File: src/rtl/except_arbiter_pkg.sv
`default_nettype none
// ============================================================================
//  Module   : except_arbiter_pkg
//  Purpose  : ExcCodes, M-stage exception flag indices and FSM encoding.
//  Revision : 1.0
// ============================================================================
package except_arbiter_pkg;

    localparam logic [4:0] EXC_INT  = 5'd0;
    localparam logic [4:0] EXC_ADEL = 5'd4;
    localparam logic [4:0] EXC_ADES = 5'd5;
    localparam logic [4:0] EXC_SYS  = 5'd8;
    localparam logic [4:0] EXC_BP   = 5'd9;
    localparam logic [4:0] EXC_RI   = 5'd10;
    localparam logic [4:0] EXC_OV   = 5'd12;

    // Bit positions inside m_exc = {adel_if, ri, syscall, brk, ov, adel_d, ades}
    localparam int EXC_FLAGS   = 7;
    localparam int EXB_ADEL_IF = 6;
    localparam int EXB_RI      = 5;
    localparam int EXB_SYS     = 4;
    localparam int EXB_BRK     = 3;
    localparam int EXB_OV      = 2;
    localparam int EXB_ADEL_D  = 1;
    localparam int EXB_ADES    = 0;

    localparam logic [1:0] ST_IDLE   = 2'd0;
    localparam logic [1:0] ST_DRAIN  = 2'd1;
    localparam logic [1:0] ST_COMMIT = 2'd2;

    function automatic logic [31:0] epc_of(input logic [31:0] pc, input logic in_ds);
        return in_ds ? (pc - 32'd4) : pc;
    endfunction

endpackage
`default_nettype wire

File: src/rtl/except_arbiter_int_sync.sv
`default_nettype none
// ============================================================================
//  Module   : except_arbiter_int_sync
//  Purpose  : SYNC_STAGES-deep flop synchroniser for external interrupt lines.
//  Revision : 1.0
// ============================================================================
module except_arbiter_int_sync #(
    parameter int NUM_HW_INT  = 6,
    parameter int SYNC_STAGES = 2
) (
    input  logic                  clk,
    input  logic                  rst_n,
    input  logic [NUM_HW_INT-1:0] i_async,
    output logic [NUM_HW_INT-1:0] o_sync
);

    logic [NUM_HW_INT-1:0] r_stage [SYNC_STAGES];

    always_ff @(posedge clk or negedge rst_n) begin
        if (!rst_n) begin
            for (int s = 0; s < SYNC_STAGES; s++) begin
                r_stage[s] <= '0;
            end
        end else begin
            r_stage[0] <= i_async;
            for (int s = 1; s < SYNC_STAGES; s++) begin
                r_stage[s] <= r_stage[s-1];
            end
        end
    end

    assign o_sync = r_stage[SYNC_STAGES-1];

endmodule
`default_nettype wire

File: src/rtl/except_arbiter.sv
`default_nettype none
// ============================================================================
//  Module   : except_arbiter
//  Purpose  : Registered M-stage exception/interrupt commit unit with bus drain.
//  Revision : 1.0
// ============================================================================
module except_arbiter
    import except_arbiter_pkg::*;
#(
    parameter int          NUM_HW_INT  = 6,
    parameter logic [31:0] EXC_VECTOR  = 32'hBFC00380,
    parameter int          SYNC_STAGES = 2
) (
    input  logic                  clk,
    input  logic                  rst_n,
    input  logic [NUM_HW_INT-1:0] i_ext_int,
    input  logic [31:0]           i_cp0_status,
    input  logic [31:0]           i_cp0_cause,
    input  logic [31:0]           i_cp0_epc,
    input  logic                  i_m_valid,
    input  logic [31:0]           i_m_pc,
    input  logic                  i_m_in_ds,
    input  logic [EXC_FLAGS-1:0]  i_m_exc,
    input  logic                  i_m_eret,
    input  logic [31:0]           i_m_data_addr,
    input  logic                  i_mem_busy,
    output logic                  o_stall_m,
    output logic                  o_flush,
    output logic [31:0]           o_redirect_pc,
    output logic                  o_exc_we,
    output logic [4:0]            o_exc_code,
    output logic [31:0]           o_exc_epc,
    output logic                  o_exc_bd,
    output logic                  o_badvaddr_we,
    output logic [31:0]           o_badvaddr,
    output logic                  o_eret_commit
);

    logic [NUM_HW_INT-1:0] w_int_sync;
    logic [5:0]            w_hw6;
    logic [7:0]            w_pending;
    logic                  w_int_req;
    logic                  w_event;
    logic [4:0]            w_code;
    logic                  w_badv_we;
    logic [31:0]           w_badv;
    logic                  w_is_eret;
    logic [1:0]            r_state;
    logic [1:0]            w_next;

    logic [4:0]            r_code;
    logic [31:0]           r_epc;
    logic                  r_bd;
    logic                  r_badv_we;
    logic [31:0]           r_badv;
    logic                  r_eret;
    logic [31:0]           r_target;

    logic                  w_unused;
    assign w_unused = &{1'b0, i_cp0_status[31:16], i_cp0_status[7:2],
                        i_cp0_cause[31:10], i_cp0_cause[7:0]};

    except_arbiter_int_sync #(
        .NUM_HW_INT  (NUM_HW_INT),
        .SYNC_STAGES (SYNC_STAGES)
    ) u_int_sync (
        .clk     (clk),
        .rst_n   (rst_n),
        .i_async (i_ext_int),
        .o_sync  (w_int_sync)
    );

    always_comb begin
        w_hw6                   = '0;
        w_hw6[NUM_HW_INT-1:0]   = w_int_sync;
    end

    // IM[7:0] lines up with {HW[5:0], SW[1:0]}
    assign w_pending = i_cp0_status[15:8] & {w_hw6, i_cp0_cause[9:8]};
    assign w_int_req = (|w_pending) & i_cp0_status[0] & ~i_cp0_status[1];

    assign w_event = (r_state == ST_IDLE) & i_m_valid &
                     (w_int_req | (|i_m_exc) | i_m_eret);

    always_comb begin
        w_code    = EXC_INT;
        w_badv_we = 1'b0;
        w_badv    = '0;
        w_is_eret = 1'b0;
        if (w_int_req) begin
            w_code = EXC_INT;
        end else if (i_m_exc[EXB_ADEL_IF]) begin
            w_code    = EXC_ADEL;
            w_badv_we = 1'b1;
            w_badv    = i_m_pc;
        end else if (i_m_exc[EXB_RI]) begin
            w_code = EXC_RI;
        end else if (i_m_exc[EXB_SYS]) begin
            w_code = EXC_SYS;
        end else if (i_m_exc[EXB_BRK]) begin
            w_code = EXC_BP;
        end else if (i_m_exc[EXB_OV]) begin
            w_code = EXC_OV;
        end else if (i_m_exc[EXB_ADEL_D]) begin
            w_code    = EXC_ADEL;
            w_badv_we = 1'b1;
            w_badv    = i_m_data_addr;
        end else if (i_m_exc[EXB_ADES]) begin
            w_code    = EXC_ADES;
            w_badv_we = 1'b1;
            w_badv    = i_m_data_addr;
        end else begin
            w_is_eret = i_m_eret;
        end
    end

    always_ff @(posedge clk or negedge rst_n) begin
        if (!rst_n) begin
            r_state <= ST_IDLE;
        end else begin
            r_state <= w_next;
        end
    end

    always_comb begin
        w_next = r_state;
        case (r_state)
            ST_IDLE:   if (w_event) w_next = i_mem_busy ? ST_DRAIN : ST_COMMIT;
            ST_DRAIN:  if (!i_mem_busy) w_next = ST_COMMIT;
            ST_COMMIT: w_next = ST_IDLE;
            default:   w_next = ST_IDLE;
        endcase
    end

    // Everything needed for the commit is captured once, at detection
    always_ff @(posedge clk or negedge rst_n) begin
        if (!rst_n) begin
            r_code    <= '0;
            r_epc     <= '0;
            r_bd      <= 1'b0;
            r_badv_we <= 1'b0;
            r_badv    <= '0;
            r_eret    <= 1'b0;
            r_target  <= '0;
        end else if (w_event) begin
            r_code    <= w_code;
            r_epc     <= epc_of(i_m_pc, i_m_in_ds);
            r_bd      <= i_m_in_ds;
            r_badv_we <= w_badv_we;
            r_badv    <= w_badv;
            r_eret    <= w_is_eret;
            r_target  <= w_is_eret ? i_cp0_epc : EXC_VECTOR;
        end
    end

    always_comb begin
        o_stall_m     = rst_n & (w_event | (r_state == ST_DRAIN));
        o_flush       = 1'b0;
        o_redirect_pc = '0;
        o_exc_we      = 1'b0;
        o_exc_code    = '0;
        o_exc_epc     = '0;
        o_exc_bd      = 1'b0;
        o_badvaddr_we = 1'b0;
        o_badvaddr    = '0;
        o_eret_commit = 1'b0;
        if (r_state == ST_COMMIT) begin
            o_flush       = 1'b1;
            o_redirect_pc = r_target;
            if (r_eret) begin
                o_eret_commit = 1'b1;
            end else begin
                o_exc_we      = 1'b1;
                o_exc_code    = r_code;
                o_exc_epc     = r_epc;
                o_exc_bd      = r_bd;
                o_badvaddr_we = r_badv_we;
                o_badvaddr    = r_badv;
            end
        end
    end

endmodule
`default_nettype wire

File: config.mk
export PLATFORM = sky130hd
export DESIGN_NAME = except_arbiter
export DESIGN_NICKNAME = d
export VERILOG_FILES = /design/src/rtl/except_arbiter_pkg.sv /design/src/rtl/except_arbiter_int_sync.sv /design/src/rtl/except_arbiter.sv
export SDC_FILE = /design/constraint.sdc
export NUM_CORES = 1
export LEC_CHECK = 0
export ABC_AREA = 1
export BUFFER_PORTS_ARGS = -buffer_cell sky130_fd_sc_hd__buf_4
export CORE_MARGIN = 3
export CORE_UTILIZATION = 44
export DETAILED_ROUTE_END_ITERATION = 8
export PLACE_DENSITY_LB_ADDON = 0.15
export SKIP_CTS_REPAIR_TIMING = 1
export SLEW_MARGIN = 30
export SYNTH_ARGS = -nofsm -noshare
export SYNTH_HDL_FRONTEND = slang
export SYNTH_SLANG_ARGS = --single-unit
File: constraint.sdc
create_clock -name clk -period 1.4 [get_ports clk]
set_input_delay 0.14 -clock clk [delete_from_list [all_inputs] [get_ports clk]]
set_output_delay 0.14 -clock clk [all_outputs]
set_load 0.005 [all_outputs]
==> out/metrics.cfg <==
[final_layout]
layout_net_count = 1442
area_growth_syn_to_layout_pct = 63.5
final.fill_count = 1085
multi_input_area_um2 = 3340
storage_element_area_um2 = 2930
antenna_cells = 0
post_route_cells_drive_above_1_share_pct = 35.0

[outcome]
outcome = complete, but fails checks
violations = negative hold slack, negative setup slack

[clock_network]
clkSinkCount = 117
cts-htree-levels = 4
clkLatencyLatePin_ns = 0.42
max-clock-path-buffers = 2
cts.reportedPaths.clkPinSlew_ns = 0.05
cts_tree = yes
tritoncts.num_buffers = 17
cts_root_buffer = sky130_fd_sc_hd__clkbuf_16

[critical_path]
critical_path.cell_chain = inv_2 -> nor2_4 -> inv_8 -> buf_12 -> nor2_1 -> buf_4
crit_path_max_fanout = 31
path_class = reg -> out
critical_path.max_stage_delay_ns = 0.37
end_kind = output pin
timing.critical_path.slowest_stage_cell = sky130_fd_sc_hd__dfrtp_1
cp.required_ns = 1.26
rrSetupSlack_ns = -0.35
cp-start-kind = flop
worstPathArrival_ns = 1.64

[drt]
detailedRoute.firstIterationViolations = 702
route.detailed.drc = 0
drt-total-wl_mm = 26.0
avgRoutedWirePerCell_um = 17.8
vias_per_cell = 5.28
num_vias = 7710
drt_pre_antenna_iters = 7
detail-route-antenna-nets = 0

[hold_path]
worstHoldPathType = in -> reg

[yosys]
synth-edff-count = 0
synthDominantAreaCellType = sky130_fd_sc_hd__dfrtp_1
ys_ff_latch = 117
synth_top_cell_area_share_pct = 44.2
ys_types = 33
postSynth.topFlopCell = sky130_fd_sc_hd__dfrtp_1
synth_area_um2 = 6630
synth.cells.most_frequent = sky130_fd_sc_hd__nand2_1 (291), sky130_fd_sc_hd__nor2_1 (185), sky130_fd_sc_hd__dfrtp_1 (117), sky130_fd_sc_hd__inv_1 (82), sky130_fd_sc_hd__o21ai_0 (73)
synthesis.yosys.warnings = 0
synth_seq_area_share_pct = 44.2
avgSynthCellArea_um2 = 6.97
syn_inst = 951
synthMostInstantiatedCell = sky130_fd_sc_hd__nand2_1
synth_top_cells_by_area = sky130_fd_sc_hd__dfrtp_1 (44%), sky130_fd_sc_hd__nand2_1 (16%), sky130_fd_sc_hd__nor2_1 (10%)
async_reset_ff_share_pct = 100
postSynthNetCount = 1131

[power_and_ir_drop]
ir_drop_mv = 0.881
static-leakage-power_nw = 5.42
p_per_area_nw_per_um2 = 1090

[run]
drv_cap = 0

[place]
pre_cts_ws_ns = -0.170
hpwl_mm = 15.5
globalplace.congestion = 0.894
place.port_buffers = 232

[timing]
finalCritPeriodShare_pct = 127
achievable-frequency_mhz = 561
drv_slew = 0
grt_setup_unrepaired = yes
final.setup_skew_ns = 0.0121
timing.final.setup_violations = 211
layout_setup_ws_ns = -0.383
maxSlewHeadroom_pct = 57.5
timing.hold.ws_ns = -0.0176
layout_min_cycle_time_ns = 1.78
worst-slew-pin-transition_ns = 0.638
hold_violations = 7

[global_routing]
antenna_found_initial = 0
grt_pass1_vias = 6604
grt_overflow = 0
grt_pass1_wl_mm = 33.0
global_route.usage.total_pct = 25.1
grt_start_max_net_pins = 112

[die]
row_count = 44
chip_width_um = 129
initial_core_util_pct = 45.3
floorplan.die_area_um2 = 16600
design.portCount = 286
fp.coreArea_um2 = 14600
y_dimension_of_the_die_um = 129

path summary, 6_finish.rpt:
kind / startpoint / end / depth (start not counted)
worst min register to register: u_int_sync.r_stage[6]$_DFF_PN0_ / u_int_sync.o_sync[0]$_DFF_PN0_ / 0
worst min-delay path: i_cp0_epc[30] / r_target[30]$_DFFE_PN0P_ / 3
min in group asynchronous: rst_n / u_int_sync.r_stage[6]$_DFF_PN0_ / 2
worst max register to register: u_int_sync.o_sync[4]$_DFF_PN0_ / r_badv[15]$_DFFE_PN0P_ / 13
worst max-delay path: r_state[1]$_DFFE_PN0P_ / o_exc_epc[23] / 6
max in group asynchronous: rst_n / r_epc[2]$_DFFE_PN0P_ / 3
area by class of cell:
cell class / count / area share, %
Timing Repair Buffer: 348 / 30.8
Tap cell: 184 / 2.12
Timing Repair inverter: 1 / 0.0577
Sequential cell: 117 / 27.0
Inverter: 85 / 3.08
Multi-Input combinational cell: 692 / 30.8
Clock inverter: 10 / 1.85
Clock buffer: 22 / 4.28
worst max-delay path: cells and delay by family (launching register included):
kind / cells / cell delay [ns]
buffers and inverters: 4 / 0.49
flip-flops: 1 / 0.37
AND/OR/NAND/NOR: 2 / 0.35
placed cells by master (no fill, tap or decap), types with 2 or more instances in the layout:
cell / count
sky130_fd_sc_hd__nand2_1: 288
sky130_fd_sc_hd__buf_4: 257
sky130_fd_sc_hd__nor2_1: 126
sky130_fd_sc_hd__dfrtp_1: 116
sky130_fd_sc_hd__inv_1: 79
sky130_fd_sc_hd__o21ai_0: 53
sky130_fd_sc_hd__nand3_1: 46
sky130_fd_sc_hd__nor2_2: 42
sky130_fd_sc_hd__clkbuf_16: 32
sky130_fd_sc_hd__dlygate4sd3_1: 32
sky130_fd_sc_hd__o21ai_1: 28
sky130_fd_sc_hd__o22ai_1: 25
sky130_fd_sc_hd__nor2_4: 21
sky130_fd_sc_hd__buf_6: 21
sky130_fd_sc_hd__buf_12: 20
sky130_fd_sc_hd__o21ai_2: 11
sky130_fd_sc_hd__xor2_1: 11
sky130_fd_sc_hd__nand4_1: 8
sky130_fd_sc_hd__nand2_2: 7
sky130_fd_sc_hd__a21oi_1: 7
sky130_fd_sc_hd__a21oi_2: 6
sky130_fd_sc_hd__bufinv_16: 6
sky130_fd_sc_hd__nand2_4: 4
sky130_fd_sc_hd__clkinv_2: 4
sky130_fd_sc_hd__inv_2: 3
sky130_fd_sc_hd__clkbuf_1: 3
sky130_fd_sc_hd__inv_4: 2
sky130_fd_sc_hd__nand3b_1: 2
sky130_fd_sc_hd__clkbuf_8: 2
sky130_fd_sc_hd__buf_16: 2
routing by layer:
metal / vias to the layer above / share of wire (%) / GRT usage, %
li1: 3602 / - / -
met2: 379 / 50 / 42.0
met4: 0 / 2.6 / 9.14
met1: 3674 / 39 / 32.3
met5: - / 0 / 0
met3: 55 / 8.2 / 5.27
sequential cells by signal, indices dropped and copies added, names as in the netlist:
name,count
r_badv,32
r_badv_we,1
r_bd,1
r_code,4
r_epc,32
r_eret,1
r_state,2
r_target,32
u_int_sync.o_sync,6
u_int_sync.r_stage,6
stage by stage:
step | cells | util [%] | TNS (ns) | area, µm² | power (W)
after floorplan | 951 | - | 0 | 6630 | 0.00509
final | 1459 | 74.0 | -45.82 | 10800 | 0.0118
after global routing | 1459 | 74.0 | -60.10 | 10800 | 0.0123
after detailed placement | 1360 | 60.2 | -8.54 | 8820 | 0.00614
after global placement | 1360 | 60.2 | -4.43 | 8820 | 0.00611
after CTS | 1392 | 64.7 | -50.23 | 9480 | 0.0111
kinds of logic after synthesis:
kind of cell	Yosys count	synth area share (%)
AND/OR/NAND/NOR	546	33.0
AO/OA/AOI/OAI	133	11.5
other	1	0.0566
XOR/XNOR	11	1.45
buffers and inverters	142	9.55
flip-flops	117	44.2
adder cells (fa/ha/maj)	1	0.189
report_power, final:
group | switching [W] | internal (W) | total, W
logic | 0.00146 | 0.00140 | 0.00286
registers | 0.000235 | 0.00378 | 0.00402
clock network | 0.00155 | 0.00342 | 0.00497
total | 0.00325 | 0.00860 | 0.0118
Note: power is estimated with default switching activity, not from simulation.
